## src/rtl/calc_op_sequencer_if.sv

```systemverilog
// Memory request/acknowledge bus between the operation sequencer (master) and
// the shared operand memory (slave).
interface calc_op_sequencer_if #(
    parameter int DATA_WIDTH = 8,
    parameter int ADDR_WIDTH = 8
);
    logic                  MemAccess;
    logic                  MemRW;
    logic [ADDR_WIDTH-1:0] MemAddr;
    logic [DATA_WIDTH-1:0] MemWData;
    logic [DATA_WIDTH-1:0] MemRData;
    logic                  MemAck;

    modport master (
        output MemAccess, MemRW, MemAddr, MemWData,
        input  MemRData, MemAck
    );

    modport slave (
        input  MemAccess, MemRW, MemAddr, MemWData,
        output MemRData, MemAck
    );
endinterface

```

## src/rtl/calc_op_sequencer.sv

```systemverilog
// Sequences one calculator operation: read A, read B, run the external ALU,
// write the result back, with a per-access acknowledge timeout.
module calc_op_sequencer #(
    parameter int DATA_WIDTH = 8,
    parameter int ADDR_WIDTH = 8,
    parameter int TIMEOUT    = 15
) (
    input  logic                  Clk,
    input  logic                  Reset,
    input  logic                  Active,
    input  logic                  Start,
    input  logic [2:0]            Opcode,
    input  logic [ADDR_WIDTH-1:0] AddrA,
    input  logic [ADDR_WIDTH-1:0] AddrB,
    input  logic [ADDR_WIDTH-1:0] AddrR,
    calc_op_sequencer_if.master   bus,
    output logic [2:0]            AluOp,
    output logic [DATA_WIDTH-1:0] AluA,
    output logic [DATA_WIDTH-1:0] AluB,
    input  logic [DATA_WIDTH-1:0] AluResult,
    input  logic                  AluFlag,
    output logic                  Flag,
    output logic                  Busy,
    output logic                  Done,
    output logic                  Error
);
    localparam int CNT_W = $clog2(TIMEOUT + 1);

    typedef enum logic [2:0] {
        S_IDLE, S_RD_A, S_RD_B, S_EXEC, S_WR_R, S_DONE
    } state_t;

    state_t                state_q, state_d;
    logic [CNT_W-1:0]      cnt_q, cnt_d;
    logic [2:0]            op_q, op_d;
    logic [ADDR_WIDTH-1:0] addr_a_q, addr_a_d;
    logic [ADDR_WIDTH-1:0] addr_b_q, addr_b_d;
    logic [ADDR_WIDTH-1:0] addr_r_q, addr_r_d;
    logic [DATA_WIDTH-1:0] a_q, a_d;
    logic [DATA_WIDTH-1:0] b_q, b_d;
    logic [DATA_WIDTH-1:0] res_q, res_d;
    logic                  flag_q, flag_d;
    logic                  err_q, err_d;
    logic                  timeout_hit;

    // Last waiting cycle: the edge that ends it moves to DONE unless acked.
    assign timeout_hit = (cnt_q == CNT_W'(TIMEOUT - 1));

    always_comb begin
        state_d  = state_q;
        cnt_d    = cnt_q;
        op_d     = op_q;
        addr_a_d = addr_a_q;
        addr_b_d = addr_b_q;
        addr_r_d = addr_r_q;
        a_d      = a_q;
        b_d      = b_q;
        res_d    = res_q;
        flag_d   = flag_q;
        err_d    = err_q;

        if (state_q != S_IDLE && !Active) begin
            state_d = S_IDLE;
        end else begin
            case (state_q)
                S_IDLE: begin
                    if (Start && Active) begin
                        op_d     = Opcode;
                        addr_a_d = AddrA;
                        addr_b_d = AddrB;
                        addr_r_d = AddrR;
                        err_d    = 1'b0;
                        flag_d   = 1'b0;
                        cnt_d    = '0;
                        state_d  = S_RD_A;
                    end
                end
                S_RD_A, S_RD_B, S_WR_R: begin
                    if (bus.MemAck) begin
                        cnt_d = '0;
                        if (state_q == S_RD_A) begin
                            a_d     = bus.MemRData;
                            state_d = S_RD_B;
                        end else if (state_q == S_RD_B) begin
                            b_d     = bus.MemRData;
                            state_d = S_EXEC;
                        end else begin
                            state_d = S_DONE;
                        end
                    end else if (timeout_hit) begin
                        err_d   = 1'b1;
                        state_d = S_DONE;
                    end else begin
                        cnt_d = cnt_q + CNT_W'(1);
                    end
                end
                S_EXEC: begin
                    res_d   = AluResult;
                    flag_d  = AluFlag;
                    cnt_d   = '0;
                    state_d = S_WR_R;
                end
                S_DONE: begin
                    state_d = S_IDLE;
                end
                default: begin
                    state_d = S_IDLE;
                end
            endcase
        end
    end

    always_ff @(posedge Clk) begin
        if (Reset) begin
            state_q  <= S_IDLE;
            cnt_q    <= '0;
            op_q     <= '0;
            addr_a_q <= '0;
            addr_b_q <= '0;
            addr_r_q <= '0;
            a_q      <= '0;
            b_q      <= '0;
            res_q    <= '0;
            flag_q   <= 1'b0;
            err_q    <= 1'b0;
        end else begin
            state_q  <= state_d;
            cnt_q    <= cnt_d;
            op_q     <= op_d;
            addr_a_q <= addr_a_d;
            addr_b_q <= addr_b_d;
            addr_r_q <= addr_r_d;
            a_q      <= a_d;
            b_q      <= b_d;
            res_q    <= res_d;
            flag_q   <= flag_d;
            err_q    <= err_d;
        end
    end

    // All outputs decode from state and latched registers only.
    always_comb begin
        bus.MemAccess = 1'b0;
        bus.MemRW     = 1'b0;
        bus.MemAddr   = '0;
        case (state_q)
            S_RD_A: begin
                bus.MemAccess = 1'b1;
                bus.MemAddr   = addr_a_q;
            end
            S_RD_B: begin
                bus.MemAccess = 1'b1;
                bus.MemAddr   = addr_b_q;
            end
            S_WR_R: begin
                bus.MemAccess = 1'b1;
                bus.MemRW     = 1'b1;
                bus.MemAddr   = addr_r_q;
            end
            default: begin
                bus.MemAccess = 1'b0;
            end
        endcase
    end

    assign bus.MemWData = res_q;
    assign AluOp        = op_q;
    assign AluA         = a_q;
    assign AluB         = b_q;
    assign Flag         = flag_q;
    assign Error        = err_q;
    assign Done         = (state_q == S_DONE);
    assign Busy         = (state_q == S_RD_A) || (state_q == S_RD_B) ||
                          (state_q == S_EXEC) || (state_q == S_WR_R);
endmodule

```

## src/flat_wrapper.sv

```systemverilog
// flat-port wrapper written by rule: the top's interface ports become plain ports
module calc_op_sequencer_flat 
#(
    parameter int DATA_WIDTH = 8,
    parameter int ADDR_WIDTH = 8,
    parameter int TIMEOUT    = 15
)
  (Clk, Reset, Active, Start, Opcode, AddrA, AddrB, AddrR, AluOp, AluA, AluB, AluResult, AluFlag, Flag, Busy, Done, Error, bus_MemAccess, bus_MemRW, bus_MemAddr, bus_MemWData, bus_MemRData, bus_MemAck);
  calc_op_sequencer_if #(.DATA_WIDTH(DATA_WIDTH), .ADDR_WIDTH(ADDR_WIDTH)) bus_i ();
  input  logic Clk;
  input  logic Reset;
  input  logic Active;
  input  logic Start;
  input  logic [2:0] Opcode;
  input  logic [ADDR_WIDTH-1:0] AddrA;
  input  logic [ADDR_WIDTH-1:0] AddrB;
  input  logic [ADDR_WIDTH-1:0] AddrR;
  output logic [2:0] AluOp;
  output logic [DATA_WIDTH-1:0] AluA;
  output logic [DATA_WIDTH-1:0] AluB;
  input  logic [DATA_WIDTH-1:0] AluResult;
  input  logic AluFlag;
  output logic Flag;
  output logic Busy;
  output logic Done;
  output logic Error;
  output wire logic [$bits(bus_i.MemAccess)-1:0] bus_MemAccess;
  output wire logic [$bits(bus_i.MemRW)-1:0] bus_MemRW;
  output wire logic [$bits(bus_i.MemAddr)-1:0] bus_MemAddr;
  output wire logic [$bits(bus_i.MemWData)-1:0] bus_MemWData;
  input wire logic [$bits(bus_i.MemRData)-1:0] bus_MemRData;
  input wire logic [$bits(bus_i.MemAck)-1:0] bus_MemAck;
  assign bus_MemAccess = bus_i.MemAccess;
  assign bus_MemRW = bus_i.MemRW;
  assign bus_MemAddr = bus_i.MemAddr;
  assign bus_MemWData = bus_i.MemWData;
  assign bus_i.MemRData = bus_MemRData;
  assign bus_i.MemAck = bus_MemAck;
  calc_op_sequencer #(.DATA_WIDTH(DATA_WIDTH), .ADDR_WIDTH(ADDR_WIDTH), .TIMEOUT(TIMEOUT)) u_core (.Clk(Clk), .Reset(Reset), .Active(Active), .Start(Start), .Opcode(Opcode), .AddrA(AddrA), .AddrB(AddrB), .AddrR(AddrR), .bus(bus_i), .AluOp(AluOp), .AluA(AluA), .AluB(AluB), .AluResult(AluResult), .AluFlag(AluFlag), .Flag(Flag), .Busy(Busy), .Done(Done), .Error(Error));
endmodule
```

## config.mk

```make
export PLATFORM = sky130hd
export DESIGN_NAME = calc_op_sequencer_flat
export DESIGN_NICKNAME = d
export VERILOG_FILES = /design/src/rtl/calc_op_sequencer_if.sv /design/src/rtl/calc_op_sequencer.sv /design/src/flat_wrapper.sv
export SDC_FILE = /design/constraint.sdc
export NUM_CORES = 1
export LEC_CHECK = 0
export CAP_MARGIN = 40
export CELL_PAD_IN_SITES_DETAIL_PLACEMENT = 0
export CELL_PAD_IN_SITES_GLOBAL_PLACEMENT = 1
export CORE_MARGIN = 10
export CORE_UTILIZATION = 35
export DETAILED_ROUTE_END_ITERATION = 12
export DONT_BUFFER_PORTS = 1
export HOLD_SLACK_MARGIN = 0.08
export MAX_ROUTING_LAYER = met4
export PLACE_DENSITY = 0.72
export SYNTH_ARGS = -nofsm -noshare
export SYNTH_HDL_FRONTEND = slang
export SYNTH_SLANG_ARGS = --single-unit
export TNS_END_PERCENT = 5
```

## constraint.sdc

```tcl
create_clock -name Clk -period 2.21 [get_ports Clk]
set_input_delay 0.3315 -clock Clk [delete_from_list [all_inputs] [get_ports Clk]]
set_output_delay 0.3315 -clock Clk [all_outputs]
set_load 0.05 [all_outputs]
```

==> key figures, run 1 <==
Run status
  – Outcome: completed

Timing
  – Slew Limit Fails: 0
  – Clock skew: 0.00874 ns
  – RSZ-0062 raised after global routing: false
  – Slew margin rel.: 63.8%
  – Minimum clock period: 1.99 ns
  – Final period util: around 90%
  – # setup viols final: 0
  – Worst-margin pin slew: roughly 0.54 ns
  – Maximum clock frequency: around 500 MHz
  – TNS Setup: 0 ns
  – Fin. Hold Viols: 0

Yosys
  – Largest cells by area after synthesis: dfxtp_1 (48%), nand2_1 (12%), a21oi_1 (8.4%)
  – Synth Cell Area: 0.00250 sq mm
  – Yosys top cell area share: 48.0%
  – Number of synthesized flops with an enable pin: 0
  – Most used flip-flop cell after synthesis: dfxtp_1
  – Largest family of logic cells by synthesized area: simple AND/OR/NAND/NOR gates
  – Post-synth cell types: 39
  – Syn_area_per_cell: between 8 and 9 sq um
  – Count of state elements after synthesis: 60
  – Asr flop ratio synth: 0%
  – Synth Area in Compound Gates: between 15 and 20%
  – Yosys top cell by area: dfxtp_1
  – Adder-cell share of the synthesized area: 1.40%
  – Fraction of synthesized area in multiplexers: 6.40%
  – Synth Area in XOR/XNOR: 0.700%
  – Simple-Gate Fraction of Synth Area: between 20% and 30%
  – Syn Inst Count: 305
  – Register area share after synthesis: 48.0%
  – Yosys Warn Count: 0
  – Syn nets: 356

Floorplanning
  – Initial Utilization: 36.4%
  – Core area: 0.00687 sq mm
  – Die Width: 105 um
  – Row count: 30
  – IO Count: 90
  – Full die area: 0.0109 sq mm
  – Vertical die dimension: about 100 um

Critical path
  – WP buf/inv: 2
  – Critical path fanouts, max: 11
  – Top delay family on crit path: flip-flops
  – Reg2Reg Depth: 5
  – Worst EP arrival: 1.66 ns
  – Startpoint types: flop
  – Largest stage delay on the critical path: around 0.51 ns
  – CP Class: flop to output port
  – Critical path required time: between 1.5 and 2 ns
  – Most frequent CP cell: buf_4
  – Crit-path cells: nor3b_2 -> buf_4 -> nand2_1 -> o21ai_1 -> buf_4
  – Slowest cell on the critical path: dfxtp_1
  – CP Capture Type: output port
  – Stages on worst setup path: 5

Pwr
  – Cell area power density: 789 mW/mm^2
  – Switching pwr: 0.000555 W
  – Worst VDD drop: 0.339 mV
  – Clock share of power: 43.6%
  – Sequential share of power: 50.0%
  – Switching share of total power: 24.1%
  – Comb power frac: 6.4%
  – Internal: 0.00175 W
  – Pleak: 1.09 nW

Place
  – Gpl congestion: 0.744
  – DPL Wire Length: approximately 4.7 mm
  – Input/output buffers: 0
  – Placed cell area: 0.00269 sq mm

Final layout
  – Register area: 0.00120 sq mm
  – ANT cells: 0
  – Finished Cell Area: 0.00292 sq mm
  – Fillers: about 760
  – Share of layout cells above drive strength 1: 12.3%
  – Multi-input logic area: between 0.001 and 0.0015 sq mm
  – Syn-to-layout area delta: 16.6%
  – Fin nets: 364

Flow run
  – Max Cap Viol: 0

Clocking
  – Worst-Skew Late Latency: 0.34 ns
  – Clock-pin slew on the worst setup and hold paths: approximately 0.07 ns
  – CTS H-tree depth: 3
  – Root Buffer: clkbuf_8
  – CTS tree: built
  – Largest buffer count on any clock path: 2
  – Clock sinks: 60
  – Total CTS buffers: 9
  – Setup Buffers After CTS: 0

Global route
  – Largest net degree at the start of global routing: 55
  – Global-route wire length before repair: 11.1 mm
  – GR Util All Layers: 12.9%
  – M3 GR Usage: between 5 and 6%
  – Total grt overflow: 0
  – Initial antenna violation count: 0
  – Vias in the first global route: about 2.2k
  – Routing usage on met1: 14.5%
  – Busiest grt layer: met2
  – Met2 global-route usage: between 20% and 30%

Route
  – Vias: 2,088
  – Via density: between 5 and 6
  – # DRC: 0
  – ANT nets after route: 0
  – Avg WL per Cell: 16.6 um
  – Pre-antenna DRT Iters: 4
  – Initial drt markers: 62
  – DRT Wirelength: 6.86 mm

Hold path
  – Worst Hold Path Cells: 2
  – Hold Crit Class: primary input to flop
-- worst paths after layout --
path	startpoint	end	slack (ns)
worst max-delay path	u_core.state_q[2]	bus_MemAddr[5]	0.22
worst min-delay path	Opcode[2]	u_core.AluOp[2]	0.12
worst max register to register	u_core.state_q[2]	u_core.cnt_q[2]	0.46
worst min register to register	u_core.addr_b_q[4]	u_core.addr_b_q[4]	0.45
-- cells by family (layout without fill, tap and decap cells) --
kind of cell	after synthesis	count (layout)
mux	16	16
flops	60	60
simple gates	128	128
xor+xnor	2	2
compound gates	68	68
fa+ha+maj	3	3
buf+inv	28	41
-- routing by layer --
layer,share of wire (%),wire (um),up-vias
met1,44,3050,968
met4,1.2,83,0
li1,-,-,1044
met2,46,3150,67
met5,0,0,-
met3,8.5,580,9
-- flip-flops by register name, summed over array words and instances, names as in the netlist --
name / cells
u_core.AluOp: 3
u_core.state_q: 3
u_core.bus.MemWData: 8
u_core.Error: 1
u_core.AluA: 8
u_core.Flag: 1
u_core.addr_a_q: 8
u_core.addr_r_q: 8
u_core.addr_b_q: 8
u_core.cnt_q: 4
u_core.AluB: 8
-- per-stage QoR --
stage	util [%]	total power, W	setup slack (ns)	hold slack, ns	std cells
floorplan	-	0.00129	0.139	0.436	305
global placement	39.2	0.00130	0.475	0.409	397
detailed placement	39.2	0.00130	0.423	0.414	397
CTS	42.4	0.00234	0.0652	0.0951	414
global route	42.5	0.00240	0.0443	0.0997	414
finish	42.5	0.00230	0.218	0.119	414
-- Yosys cell counts (all sizes together), types with 3 or more instances --
cell,n
mux2i,16
a21oi,42
a22oi,8
nor3,5
buf,8
nor2,22
nand2,79
clkbuf,15
o21ai,8
nor2b,3
nand2b,3
inv,5
dfxtp,60
-- cells in the final DEF (no fill, tap or decap), types with 2 or more instances in the layout --
cell type   count
nand2_1        79
clkbuf_1        2
mux2i_1        16
o21ai_1         8
o32ai_1         2
nor2_1         22
clkinvlp_4      2
nand4_1         2
a21oi_1        42
nand2b_1        3
buf_4          16
ha_1            2
inv_1           5
clkbuf_8       11
buf_12          4
and4_1          2
dfxtp_1        58
o22ai_1         2
dfxtp_2         2
nor2b_1         3
nor3_1          5
and3_1          2
nand3_1         2
a22oi_1         8
-- power by group through the flow --
stage | combinational (W) | clock, W | sequential (W)
after detailed placement | 0.000130 | 0 | 0.00117
after CTS | 0.000150 | 0.00104 | 0.00115
after global routing | 0.000165 | 0.00108 | 0.00115
after floorplan | 0.000123 | 0 | 0.00117
after global placement | 0.000127 | 0 | 0.00117
final | 0.000147 | 0.00100 | 0.00115
-- area by class of cell --
type,count,area share [%]
clock buffer,13,5.45
clock inverter,3,1.54
inverter,5,0.644
multi-input combinational,217,40.1
sequential,60,41.3
tap,96,4.12
timing repair buffer,20,6.86
-- timing repair --
| action | CTS | global route |
|---|---|---|
| hold buffers | 1 | 0 |
| setup endpoints to repair | 0 | 8 |
| endpoints found under the hold margin | 54 | 0 |
| gates resized for setup | 0 | 2 |
Power figures use the tool's default switching activity.
==> run 2: changes to the inputs <==
Settings changed: SETUP_SLACK_MARGIN set to 0.5.
==> key figures, run 2 (synthesis gave the netlist of run 1 again) <==
Run status
  – Outcome: completed

Clocking
  – Largest buffer count on any clock path: 2 (unchanged)
  – CTS tree: built
  – Root Buffer: clkbuf_8
  – Total CTS buffers: 9 (unchanged)
  – CTS H-tree depth: 3 (unchanged)
  – Clock-pin slew on the worst setup and hold paths: 0.07 ns (about the same)
  – Clock sinks: 60 (unchanged)
  – Worst-Skew Late Latency: 0.33 ns (about the same)

Global route
  – Global-route wire length before repair: 11.6 mm (+4.2%)
  – Total grt overflow: 0 (unchanged)
  – GR Util All Layers: 13.6% (+0.71 points)
  – Largest net degree at the start of global routing: 55 (unchanged)
  – Initial antenna violation count: 0 (unchanged)
  – Vias in the first global route: 2,092 (-4.5%)

Floorplanning
  – IO Count: 90 (unchanged)
  – Row count: 30 (unchanged)
  – Vertical die dimension: 105 um (unchanged)
  – Full die area: 0.0109 sq mm (unchanged)
  – Core area: 0.00687 sq mm (unchanged)
  – Die Width: 105 um (unchanged)
  – Initial Utilization: 36.4% (unchanged)

Route
  – Via density: 5.13 (+1.8%)
  – Pre-antenna DRT Iters: 4 (unchanged)
  – # DRC: 0 (unchanged)
  – ANT nets after route: 0 (unchanged)
  – DRT Wirelength: 7.20 mm (+5.0%)
  – Avg WL per Cell: 17.1 um (+3.2%)
  – Vias: 2,161 (+3.5%)
  – Initial drt markers: 165 (+170%)

Final layout
  – Multi-input logic area: 0.00123 sq mm (+5.2%)
  – Commonest non-fill, non-tap cell in the layout: nand2_1
  – ANT cells: 0 (unchanged)
  – Register area: 0.00121 sq mm (+0.73%)
  – Fillers: 684 (-9.6%)
  – Share of layout cells above drive strength 1: 18.8% (+6.5 points)
  – Share of the core filled with cells: 45.8% (+3.3 points)
  – Most frequent cells in the layout: nand2_1 (79), dfxtp_1 (57), a21oi_1 (42)
  – Syn-to-layout area delta: 25.7%
  – Fin nets: 372 (+2.2%)

Timing
  – Final period util: 83.1% (-7.1 points)
  – Minimum hold slack: 0.107 ns (-0.0124 ns)
  – TNS Setup: 0 ns (unchanged)
  – Fin. Hold Viols: 0 (unchanged)
  – Maximum clock frequency: 545 MHz (+8.5%)
  – Final worst-path setup slack: 0.374 ns (+0.156 ns)
  – RSZ-0062 raised after global routing: true
  – Slew Limit Fails: 0 (unchanged)
  – Slew margin rel.: 63.5% (-0.32 points)
  – # setup viols final: 0 (unchanged)
  – Minimum clock period: 1.84 ns (-0.156 ns)
  – Worst-margin pin slew: 0.547 ns (+0.00486 ns)
  – Clock skew: 0.00478 ns (-0.00395 ns)

Pwr
  – Worst VDD drop: 0.379 mV (+12%)
  – Cell area power density: 746 mW/mm^2 (-5.5%)
  – Tot Pwr: 0.00234 W (+1.8%)
  – Pleak: 1.17 nW (+8.0%)

Critical path
  – Worst EP arrival: 1.50 ns (-0.16 ns)
  – CP Capture Type: output port
  – Top delay family on crit path: flip-flops
  – CP Class: flop to output port
  – Startpoint types: flop
  – Largest stage delay on the critical path: 0.39 ns (-0.12 ns)
  – Critical path required time: 1.88 ns (about the same)
  – Crit-path cells: nor2b_4 -> buf_6 -> a22oi_1 -> o21ai_2 -> buf_12
  – Slowest cell on the critical path: dfxtp_4
  – Critical path fanouts, max: 5 (-6)
  – WP buf/inv: 2 (unchanged)

Place
  – DPL Wire Length: 4.79 mm (+1.3%)
  – Input/output buffers: 0 (unchanged)
  – Gpl congestion: 0.748 (+0.62%)
  – Pre-CTS setup slack: 0.426 ns (+0.00351 ns)

Flow run
  – Max Cap Viol: 0 (unchanged)

Hold path
  – Hold Crit Class: primary input to flop
## run 2: cell types whose count changed in the layout (fill, tap and decap cells not counted), moves of 3 or more
cell     change
buf_4        -4
o21ai_1      -8
buf_6        +6
dfxtp_4      +3
o21ai_2      +8
buf_12       +6
## run 2: what timing repair did
action	CTS	global route
gates cloned	2	0
pin swaps	1	2
gates resized for setup	21	2
endpoints found under the hold margin	54	0
hold buffers	1	0
setup endpoints to repair	23	19
setup buffers	5	1
## run 2: path summary, 6_finish.rpt
| path | start | to | cells past startpoint | slack (ns) |
|---|---|---|---|---|
| worst max register to register | u_core.state_q[0] | u_core.cnt_q[2] | 5 | 0.50 |
| worst min-delay path | Reset | u_core.cnt_q[1] | 1 | 0.11 |
| worst min register to register | u_core.addr_b_q[3] | u_core.addr_b_q[3] | 2 | 0.46 |
| worst max-delay path | u_core.state_q[0] | bus_MemAddr[1] | 5 | 0.37 |
## run 2: cell type report
cell class | count | area share, %
inverter | 5 | 0.597
sequential | 60 | 38.6
clock buffer | 14 | 5.49
clock inverter | 1 | 0.955
multi-input combinational | 217 | 39.2
timing repair buffer | 28 | 11.4
tap | 96 | 3.82
## run 2: power breakdown
group	internal, W	switching (W)
registers	0.00111	0.0000387
clock network	0.000609	0.000416
logic	0.0000681	0.000104
## run 2: through the flow
stage,std cells,instance area (sq um)
after floorplan,305,2530
after global placement,397,2800
after detailed placement,397,2800
after CTS,420,3130
after global routing,421,3140
final,421,3140
## run 2: layer usage
metal	part of all wire (%)	track usage, %	vias to the layer above
met2	45	19.2	91
li1	-	-	1066
met1	45	16.4	995
met4	1.3	5.96	0
met3	8.8	5.71	9
met5	0	-	-
==> run 3: changes to the inputs <==
Settings changed: ABC_AREA set to 1, PLACE_DENSITY 0.72 to 0.73.
Clock period 2.21 ns to 1.85 ns, I/O delays scaled along.
==> key figures, run 3 <==
Final layout
  – Fillers: 693 (+1.3%)
  – Syn-to-layout area delta: 31.3%
  – ANT cells: 0 (unchanged)
  – Fin nets: 409 (+9.9%)
  – Commonest non-fill, non-tap cell in the layout: dfxtp_1
  – Share of layout cells above drive strength 1: 20.7% (+1.9 points)
  – Most frequent cells in the layout: dfxtp_1 (57), a21oi_1 (50), inv_1 (45)

Yosys
  – Top cells by count, synth: dfxtp_1 (60), a21oi_1 (50), inv_1 (45)
  – Yosys Warn Count: 0 (unchanged)
  – Most used flip-flop cell after synthesis: dfxtp_1
  – Asr flop ratio synth: 0% (unchanged)
  – Number of synthesized flops with an enable pin: 0 (unchanged)
  – Post-synth cell types: 27 (-31%)
  – Register area share after synthesis: 47.3% (-0.73 points)
  – Syn Inst Count: 334 (+9.5%)
  – Yosys top cell by area: dfxtp_1
  – Synth Cell Area: 0.00254 sq mm (+1.6%)
  – Yosys top cell area share: 47.3% (-0.73 points)
  – Most instantiated library cell after synthesis: dfxtp_1
  – Count of state elements after synthesis: 60 (unchanged)
  – Largest cells by area after synthesis: dfxtp_1 (47%), a21oi_1 (9.9%), o21ai_0 (8.3%)
  – Syn nets: 385 (+8.1%)
  – Syn_area_per_cell: 7.60 sq um (-7.3%)

Global route
  – Initial antenna violation count: 0 (unchanged)
  – Vias in the first global route: 2,214 (+5.8%)
  – Largest net degree at the start of global routing: 57 (+3.6%)
  – GR Util All Layers: 13.5% (-0.10 points)
  – Global-route wire length before repair: 11.8 mm (+1.4%)
  – Total grt overflow: 0 (unchanged)

Clocking
  – CTS H-tree depth: 3 (unchanged)
  – Worst-Skew Late Latency: 0.33 ns (about the same)
  – Root Buffer: clkbuf_8
  – CTS tree: built
  – Clock sinks: 60 (unchanged)
  – Total CTS buffers: 9 (unchanged)
  – Clock-pin slew on the worst setup and hold paths: 0.07 ns (about the same)
  – Largest buffer count on any clock path: 2 (unchanged)

Timing
  – Minimum clock period: 1.74 ns
  – RSZ-0062 raised after global routing: true
  – Fin. Hold Viols: 0 (unchanged)
  – TNS Setup: 0 ns (unchanged)
  – # setup viols final: 0 (unchanged)
  – Minimum hold slack: 0.0981 ns (-0.00867 ns)
  – Worst-margin pin slew: 0.551 ns (+0.00440 ns)
  – Slew Limit Fails: 0 (unchanged)
  – Final worst-path setup slack: 0.110 ns (-0.264 ns)
  – Clock skew: 0.00852 ns (+0.00374 ns)
  – Final period util: 94.1%
  – Slew margin rel.: 63.2% (-0.29 points)
  – Maximum clock frequency: 575 MHz

Route
  – Metal3 WL: 617 um (-2.5%)
  – Avg WL per Cell: 15.8 um (-7.3%)
  – Met2 wire length: 3.44 mm (+7.5%)
  – M1 WL: 3.18 mm (-2.7%)
  – Top Metal Used: met4
  – DRT Wirelength: 7.28 mm (+1.0%)
  – # DRC: 0 (unchanged)
  – Via density: 4.93 (-4.0%)
  – ANT nets after route: 0 (unchanged)
  – Initial drt markers: 90 (-45%)
  – Pre-antenna DRT Iters: 4 (unchanged)
  – Vias: 2,262 (+4.7%)

Place
  – DPL Wire Length: 5.28 mm (+10%)
  – Input/output buffers: 0 (unchanged)
  – Gpl congestion: 0.868 (+16%)
  – Pre-CTS setup slack: 0.170 ns (-0.256 ns)

Hold path
  – Hold Crit Class: primary input to flop

Critical path
  – Critical path fanouts, max: 5 (unchanged)
  – Worst EP arrival: 1.46 ns (-0.04 ns)
  – CP Capture Type: output port
  – Startpoint types: flop
  – Critical path required time: 1.57 ns (-0.31 ns)
  – CP Class: flop to output port

Floorplanning
  – Vertical die dimension: 105 um (+0.62%)
  – Full die area: 0.0111 sq mm (+1.2%)
  – IO Count: 90 (unchanged)
  – Core area: 0.00691 sq mm (+0.55%)
  – Row count: 30 (unchanged)
  – Initial Utilization: 36.8% (+0.36 points)
  – Die Width: 105 um (+0.62%)

Pwr
  – Pleak: 1.25 nW (+6.2%)
  – Cell area power density: 1390 mW/mm^2 (+86%)
  – Worst VDD drop: 0.940 mV (+150%)
  – Tot Pwr: 0.00462 W (+97%)

Run status
  – Outcome: completed

Flow run
  – Max Cap Viol: 0 (unchanged)
==> run 3: kinds of logic (layout without fill, tap and decap cells) <==
group	Yosys count	after routing	synth area share [%]
compound gates	104	104	21.8
flops	60	60	47.3
fa+ha+maj	2	2	0.985
buf+inv	66	95	10.8
simple gates	101	101	18.7
xor+xnor	1	1	0.345
==> run 3: metal layers <==
metal  vias up  global-route usage, %
met4         0                   3.53
met2        76                   20.6
li1       1148                      -
met5         -                      -
met3         4                   5.84
met1      1034                   15.8
==> run 3: report_power, final <==
part | leakage [nW] | total [W] | switching (W) | internal (W)
Combinational | 0.663 | 0.00157 | 0.000979 | 0.000593
Clock | 0.0927 | 0.00114 | 0.000522 | 0.000622
Sequential | 0.491 | 0.00191 | 0.000398 | 0.00151
Total | 1.25 | 0.00462 | 0.00190 | 0.00272
==> run 3: worst max-delay path: stages (launching register included) <==
cell      delay (ns)
dfxtp_4         0.37
nor2_4          0.14
nand2_4         0.10
buf_16          0.15
o221ai_4        0.21
buf_12          0.16
==> run 3: final cells by class <==
type / count / area (sq um) / area share [%]
clock buffer: 10 / 128 / 3.83
clock inverter: 6 / 63.8 / 1.91
inverter: 51 / 196 / 5.89
multi-input combinational: 208 / 1240 / 37.2
sequential: 60 / 1210 / 36.3
tap: 96 / 120 / 3.60
timing repair buffer: 28 / 374 / 11.2
==> run 3: path summary, 6_finish.rpt <==
| check | startpoint | slack (ns) | cells after the start | end |
|---|---|---|---|---|
| worst max register to register | u_core.state_q[0] | 0.21 | 7 | u_core.AluB[1] |
| worst min register to register | u_core.addr_b_q[1] | 0.44 | 2 | u_core.addr_b_q[1] |
| worst min-delay path | Reset | 0.1 | 3 | u_core.state_q[0] |
| worst max-delay path | u_core.state_q[0] | 0.11 | 5 | bus_MemAddr[4] |
==> run 3: metrics by stage <==
step | instance area (sq um) | std cells | util, %
final | 3340 | 459 | 48.3
after global routing | 3340 | 459 | 48.3
after CTS | 3320 | 458 | 48.1
after detailed placement | 3010 | 433 | 43.6
after global placement | 3010 | 433 | 43.6
after floorplan | 2710 | 334 | -
==> run 3: repair_timing <==
item	4_1_cts	5_1_grt
cloned	1	0
endpoints found under the setup margin	64	66
hold buffers	1	0
gates resized for setup	10	3
hold endpoints to repair	12	0
pin swaps	4	0
setup buffers	7	1
